`src/rtl/fxp_pkg.sv`:
```
// Shared definitions for the S,10.21 fixed-point datapath (divider and multiplier).
package fxp_pkg;

    localparam int DEF_WIDTH = 32;
    localparam int DEF_FRAC  = 21;

    localparam logic [DEF_WIDTH-1:0] SAT_POS = 32'h7FFF_FFFF;
    localparam logic [DEF_WIDTH-1:0] SAT_NEG = 32'h8000_0000;

    typedef logic signed [DEF_WIDTH-1:0] fxp_t;

    typedef enum logic [1:0] {
        IDLE,
        CALC,
        DONE
    } div_state_t;

endpackage

```
`src/rtl/div_step.sv`:
```
// One restoring-division iteration: shift a dividend bit into the partial
// remainder, subtract the divisor when it fits, and report the quotient bit.
module div_step #(
    parameter int WIDTH = 32
) (
    input  logic [WIDTH-1:0] rem_in,
    input  logic             bit_in,
    input  logic [WIDTH-1:0] divisor,
    output logic [WIDTH-1:0] rem_out,
    output logic             q_bit
);

    logic [WIDTH:0] trial;

    // Compare the widened trial remainder; after a successful subtract the
    // remainder is below the divisor, so the low WIDTH bits hold it exactly.
    always_comb begin
        trial = {rem_in, bit_in};
        q_bit = (trial >= {1'b0, divisor});
        if (q_bit) begin
            rem_out = trial[WIDTH-1:0] - divisor;
        end else begin
            rem_out = trial[WIDTH-1:0];
        end
    end

endmodule

```
`src/rtl/fixed_point_divider.sv`:
```
// Sequential signed fixed-point divider: result = (a << FRAC) / b, one quotient
// bit per cycle, truncated toward zero, saturating on overflow and on b == 0.
module fixed_point_divider
    import fxp_pkg::*;
#(
    parameter int WIDTH = DEF_WIDTH,
    parameter int FRAC  = DEF_FRAC
) (
    input  logic             clk,
    input  logic             rst_n,
    input  logic             in_valid,
    output logic             in_ready,
    input  logic [WIDTH-1:0] a,
    input  logic [WIDTH-1:0] b,
    output logic             out_valid,
    input  logic             out_ready,
    output logic [WIDTH-1:0] result,
    output logic             overflow,
    output logic             div_by_zero
);

    localparam int QW = WIDTH + FRAC;
    localparam int CW = $clog2(QW);

    localparam logic [WIDTH-1:0] SAT_P     = {1'b0, {(WIDTH-1){1'b1}}};
    localparam logic [WIDTH-1:0] SAT_N     = {1'b1, {(WIDTH-1){1'b0}}};
    localparam logic [QW-1:0]    Q_MAX_POS = {{(FRAC+1){1'b0}}, {(WIDTH-1){1'b1}}};
    localparam logic [QW-1:0]    Q_MAX_NEG = {{FRAC{1'b0}}, 1'b1, {(WIDTH-1){1'b0}}};
    localparam logic [CW-1:0]    CNT_INIT  = CW'(QW - 1);

    div_state_t       state_reg, state_next;
    logic             sign_reg;
    logic [WIDTH-1:0] divisor_reg;
    logic [WIDTH-1:0] rem_reg, rem_next;
    // Dividend bits leave at the top while quotient bits enter at the bottom,
    // so after QW steps this register holds the whole unsigned quotient.
    logic [QW-1:0]    dq_reg, dq_next;
    logic [CW-1:0]    cnt_reg;
    logic [WIDTH-1:0] result_reg;
    logic             ovf_reg, dbz_reg;
    logic             q_bit;
    logic [WIDTH-1:0] abs_a, abs_b;
    logic [WIDTH-1:0] final_result;
    logic             final_ovf;

    // Magnitudes; the most negative value maps to 2^(WIDTH-1) as unsigned.
    assign abs_a = a[WIDTH-1] ? -a : a;
    assign abs_b = b[WIDTH-1] ? -b : b;

    div_step #(.WIDTH(WIDTH)) u_step (
        .rem_in  (rem_reg),
        .bit_in  (dq_reg[QW-1]),
        .divisor (divisor_reg),
        .rem_out (rem_next),
        .q_bit   (q_bit)
    );

    assign dq_next = {dq_reg[QW-2:0], q_bit};

    // Apply sign and saturation to the quotient completed this cycle.
    always_comb begin
        final_ovf    = 1'b0;
        final_result = dq_next[WIDTH-1:0];
        if (!sign_reg) begin
            if (dq_next > Q_MAX_POS) begin
                final_ovf    = 1'b1;
                final_result = SAT_P;
            end
        end else begin
            if (dq_next > Q_MAX_NEG) begin
                final_ovf    = 1'b1;
                final_result = SAT_N;
            end else begin
                final_result = -dq_next[WIDTH-1:0];
            end
        end
    end

    // State register.
    always_ff @(posedge clk or negedge rst_n) begin
        if (!rst_n) begin
            state_reg <= IDLE;
        end else begin
            state_reg <= state_next;
        end
    end

    // Next-state and handshake outputs.
    always_comb begin
        state_next = state_reg;
        in_ready   = 1'b0;
        out_valid  = 1'b0;
        case (state_reg)
            IDLE: begin
                in_ready = 1'b1;
                if (in_valid) begin
                    state_next = (b == '0) ? DONE : CALC;
                end
            end
            CALC: begin
                if (cnt_reg == '0) begin
                    state_next = DONE;
                end
            end
            DONE: begin
                out_valid = 1'b1;
                if (out_ready) begin
                    state_next = IDLE;
                end
            end
            default: state_next = IDLE;
        endcase
    end

    // Operand capture, iteration and result registers.
    always_ff @(posedge clk or negedge rst_n) begin
        if (!rst_n) begin
            sign_reg    <= 1'b0;
            divisor_reg <= '0;
            rem_reg     <= '0;
            dq_reg      <= '0;
            cnt_reg     <= '0;
            result_reg  <= '0;
            ovf_reg     <= 1'b0;
            dbz_reg     <= 1'b0;
        end else begin
            case (state_reg)
                IDLE: begin
                    if (in_valid) begin
                        sign_reg    <= a[WIDTH-1] ^ b[WIDTH-1];
                        divisor_reg <= abs_b;
                        dq_reg      <= {abs_a, {FRAC{1'b0}}};
                        rem_reg     <= '0;
                        cnt_reg     <= CNT_INIT;
                        if (b == '0) begin
                            result_reg <= a[WIDTH-1] ? SAT_N : SAT_P;
                            ovf_reg    <= 1'b0;
                            dbz_reg    <= 1'b1;
                        end
                    end
                end
                CALC: begin
                    dq_reg  <= dq_next;
                    rem_reg <= rem_next;
                    cnt_reg <= cnt_reg - CW'(1);
                    if (cnt_reg == '0) begin
                        result_reg <= final_result;
                        ovf_reg    <= final_ovf;
                        dbz_reg    <= 1'b0;
                    end
                end
                default: ;
            endcase
        end
    end

    assign result      = result_reg;
    assign overflow    = ovf_reg;
    assign div_by_zero = dbz_reg;

endmodule

```
`config.mk`:
```
export PLATFORM = sky130hd
export DESIGN_NAME = fixed_point_divider
export DESIGN_NICKNAME = d
export VERILOG_FILES = /design/src/rtl/fxp_pkg.sv /design/src/rtl/div_step.sv /design/src/rtl/fixed_point_divider.sv
export SDC_FILE = /design/constraint.sdc
export NUM_CORES = 1
export LEC_CHECK = 0
export CAP_MARGIN = 15
export CORE_UTILIZATION = 50
export CTS_BUF_LIST = sky130_fd_sc_hd__clkbuf_4 sky130_fd_sc_hd__clkbuf_8
export CTS_CLUSTER_SIZE = 14
export DETAILED_ROUTE_END_ITERATION = 10
export HOLD_SLACK_MARGIN = 0.08
export PLACE_DENSITY_LB_ADDON = 0.12
export SETUP_SLACK_MARGIN = 0.02
export SLEW_MARGIN = 20
export SYNTH_ARGS = -nofsm -noshare
export SYNTH_HDL_FRONTEND = slang
export SYNTH_SLANG_ARGS = --single-unit
```
`constraint.sdc`:
```
create_clock -name clk -period 4.92 [get_ports clk]
set_input_delay 1.476 -clock clk [delete_from_list [all_inputs] [get_ports clk]]
set_output_delay 1.476 -clock clk [all_outputs]
set_load 0.005 [all_outputs]
```
==> qor_table.md <==
| Parameter | This run |
|---|---|
| Cell Rows | 52 |
| Part of the power in combinational logic | 59.6% |
| Max-slew violation count | 0 |
| Max capacitance violation total | 0 |
| Count of antenna diodes in the layout | 0 |
| Most used standard cell by instance count after synthesis | o21ai_0 |
| Timing-limited maximum frequency | 225 MHz |
| Portion of synthesized cell area occupied by the leading cell type | 38.4% |
| Clock tree from TritonCTS | done |
| DRT Pass-1 Iters | 5 |
| Clock latency reported for the late side of the worst-skew pair | 0.46 ns |
| Number of flip-flops and latches in the synthesized netlist | 160 |
| Worst slew slack as a fraction of its limit | 41.1% |
| Final core utilization | 60.0% |
| Peak VDD IR | 378 µV |
| Clock sink total | 160 |
| Pwr per Cell Area | 683 nW/µm² |
| Part of the total power dissipated in sequential elements | 28.9% |
| Worst slew pin tran | 0.883 ns |
| Reported leakage power | 5.17 nW |
| Largest buffer count on any clock path | 2 |
| Hold slack | 0.484 ns |
| Maximum level of the CTS H-tree | 4 |
| First-pass GRT wire length | 44300 µm |
| Top cells by area, synth | dfrtp_1, o21ai_0, xor2_1 |
| Final Hold Fails | 0 |
| Core box area | 20400 µm² |
| Buffers added on ports | 103 |
| Number of buffers inserted during clock tree synthesis | 17 |
| Root buffer cell | clkbuf_8 |
| Final total negative setup slack | 0 ns |
| Cell-internal power | 4.42 mW |
| Cell Count Post-Placement | 1543 |
| Residual antenna-violating net count after detailed routing | 0 |
| Die height | 146 µm |
| Final Wtd Congestion | 0.893 |
| Category of the worst setup path launch point | input pin |
| Yosys top cell by area | dfrtp_1 |
| Largest net degree at the start of global routing | 102 |
| Post-Route WL | 27200 µm |
| Number of vias per cell after detailed routing | 6.00 |
| Signal arrival time at the worst endpoint | 4.82 ns |
| Synthesized netlist net count | 1315 |
| Number of flip-flops under the largest register name | 53 |
| Count of synthesis-stage warnings from yosys | 0 |
| Mean instance size in the synthesized netlist | 8.64 µm² |
| Register clock-pin slew on the reported worst setup and hold paths | 0.09 ns |
| Detailed Route Iter0 Violations | 685 |
| Post-Syn Instances | 1208 |
| Outcome | finished clean |
| HPWL after detailed placement | 19500 µm |
| Switching share of power | 47.1% |
| Worst hold-check path type | reg2reg |
| Count of non-filler cells in the finished layout | 1575 |
| Routed len/inst | 17.3 µm |
| Hold path startpoint | divisor_reg[26] |
| Total overflow reported by the global router | 0 |
| Final min period | 4.44 ns |
| Crit. End Element | register |
| Clock network fraction of total power | 11.5% |
| Netlist area before placement | 10400 µm² |
| Syn-to-layout area delta | 17.0% |
| CTS Hold Bufs | 0 |
| # resized after CTS | 0 |
| Die boundary width | 146 µm |
| Area enclosed by the die boundary | 21500 µm² |
| Leading post-synthesis cells by instance count | o21ai_0, dfrtp_1, nand2_1 |
| Most used flip-flop cell after synthesis | dfrtp_1 |
| RSZ-0062 raised after global routing | no |
| Async SR Flop Fraction | 100% |
| First element of the critical path | b[8] |
| Launch point of the worst reg-to-reg path | divisor_reg[2] |
| Starting density of the core | 51.3% |
| Sequential fraction of the synthesis area | 38.4% |
| Vias in the first global route | 8699 |
| Number of enable flip-flop cells after synthesis | 0 |
| Count of buffers added by post-CTS timing repair for setup | 0 |
| Share of post-route cells with drive strength above 1 | 6.59% |
| Maximum fanout along the worst path | 13 |
| Antenna violations before repair | 0 |
| Final setup violation count | 0 |
| Worst path required time | 5.30 ns |
| Psw | 3.93 mW |
| Kind of critical path | in2reg |
| Sum of internal, switching and leakage power | 8.34 mW |
| Count of pins on the block boundary | 104 |
| Number of nets in the finished design | 1399 |
| Via total after detailed routing | 9443 |
| Distinct cell type count of the synthesized netlist | 65 |
| Maximum clock skew at final layout | 0.0129 ns |
| Final routed DRC violation total | 0 |
| Final critical-path share of the clock period | 90.2% |
| Overall global routing resource usage | 25.7% |
[placed cells by master, fill, tap and decap left out, types with 45 or more instances in the layout]
cell type,n
o21ai_0,167
dfrtp_1,160
inv_1,54
nor2_1,54
xor2_1,67
a22oi_1,48
a21oi_1,51
nand2_1,135
clkdlybuf4s50_1,102
a22o_1,45
[path summary, 6_finish.rpt]
check | end | slack [ns] | cells past startpoint
min reg2reg | divisor_reg[26] | 0.48 | 2
max in group asynchronous | dq_reg[28] | 3.04 | 2
min | divisor_reg[26] | 0.48 | 2
min in group asynchronous | rem_reg[10] | 0.96 | 1
max | result[31] | 0.48 | 12
max reg2reg | result[7] | 0.62 | 18
[metal layers]
layer / part of all wire (%) / up-vias / wire, µm / global-route usage, %
li1: - / 4618 / - / -
met1: 49 / 4511 / 13300 / 37.6
met2: 44 / 283 / 12100 / 39.5
met3: 5.4 / 31 / 1480 / 4.34
met4: 1.5 / 0 / 398 / 6.46
met5: 0 / - / 0 / 0
[power by group through the flow]
| stage | clock (mW) | sequential (mW) | combinational (mW) |
|---|---|---|---|
| after detailed placement | 0 | 2.42 | 4.93 |
| after global placement | 0 | 2.41 | 4.83 |
| after floorplan | 0 | 2.20 | 3.64 |
| after CTS | 0.984 | 2.40 | 4.95 |
| after global routing | 1.03 | 2.48 | 5.57 |
| final | 0.958 | 2.41 | 4.97 |
[through the flow]
step	setup WS [ns]	instance area (µm²)
6_report	0.481	12200
5_1_grt	0.172	12200
4_1_cts	0.515	12200
3_5_place_dp	0.0314	11800
3_3_place_gp	0.122	11800
2_1_floorplan	0.527	10400
[cells by family after synthesis]
kind of cell,synth area share (%)
AOI/OAI and AO/OA,27.0
xor gates and xnor gates,8.22
adders and majority gates,4.75
buffers and inverters,4.58
DFF,38.4
muxes,0.192
and+or+nand+nor,16.9
[critical path, stage by stage]
cell	delay, ns
clkdlybuf4s50_1	0.46
or4_1	0.52
or2_4	0.28
or4_1	0.42
nor3_1	0.29
nand2b_1	0.11
nor4_1	0.37
buf_4	0.20
o21bai_2	0.12
buf_4	0.24
nor2b_1	0.14
nor3_1	0.18
[area by class of cell]
cell class / instances / area (µm²)
clock buffer: 19 / 255
clock inverter: 13 / 126
sequential: 160 / 4000
tap: 270 / 338
fill: 1792 / 8150
multi-input combinational: 923 / 5990
timing repair buffer: 135 / 1300
inverter: 55 / 206
No activity file was read; power rests on OpenSTA's default activity.
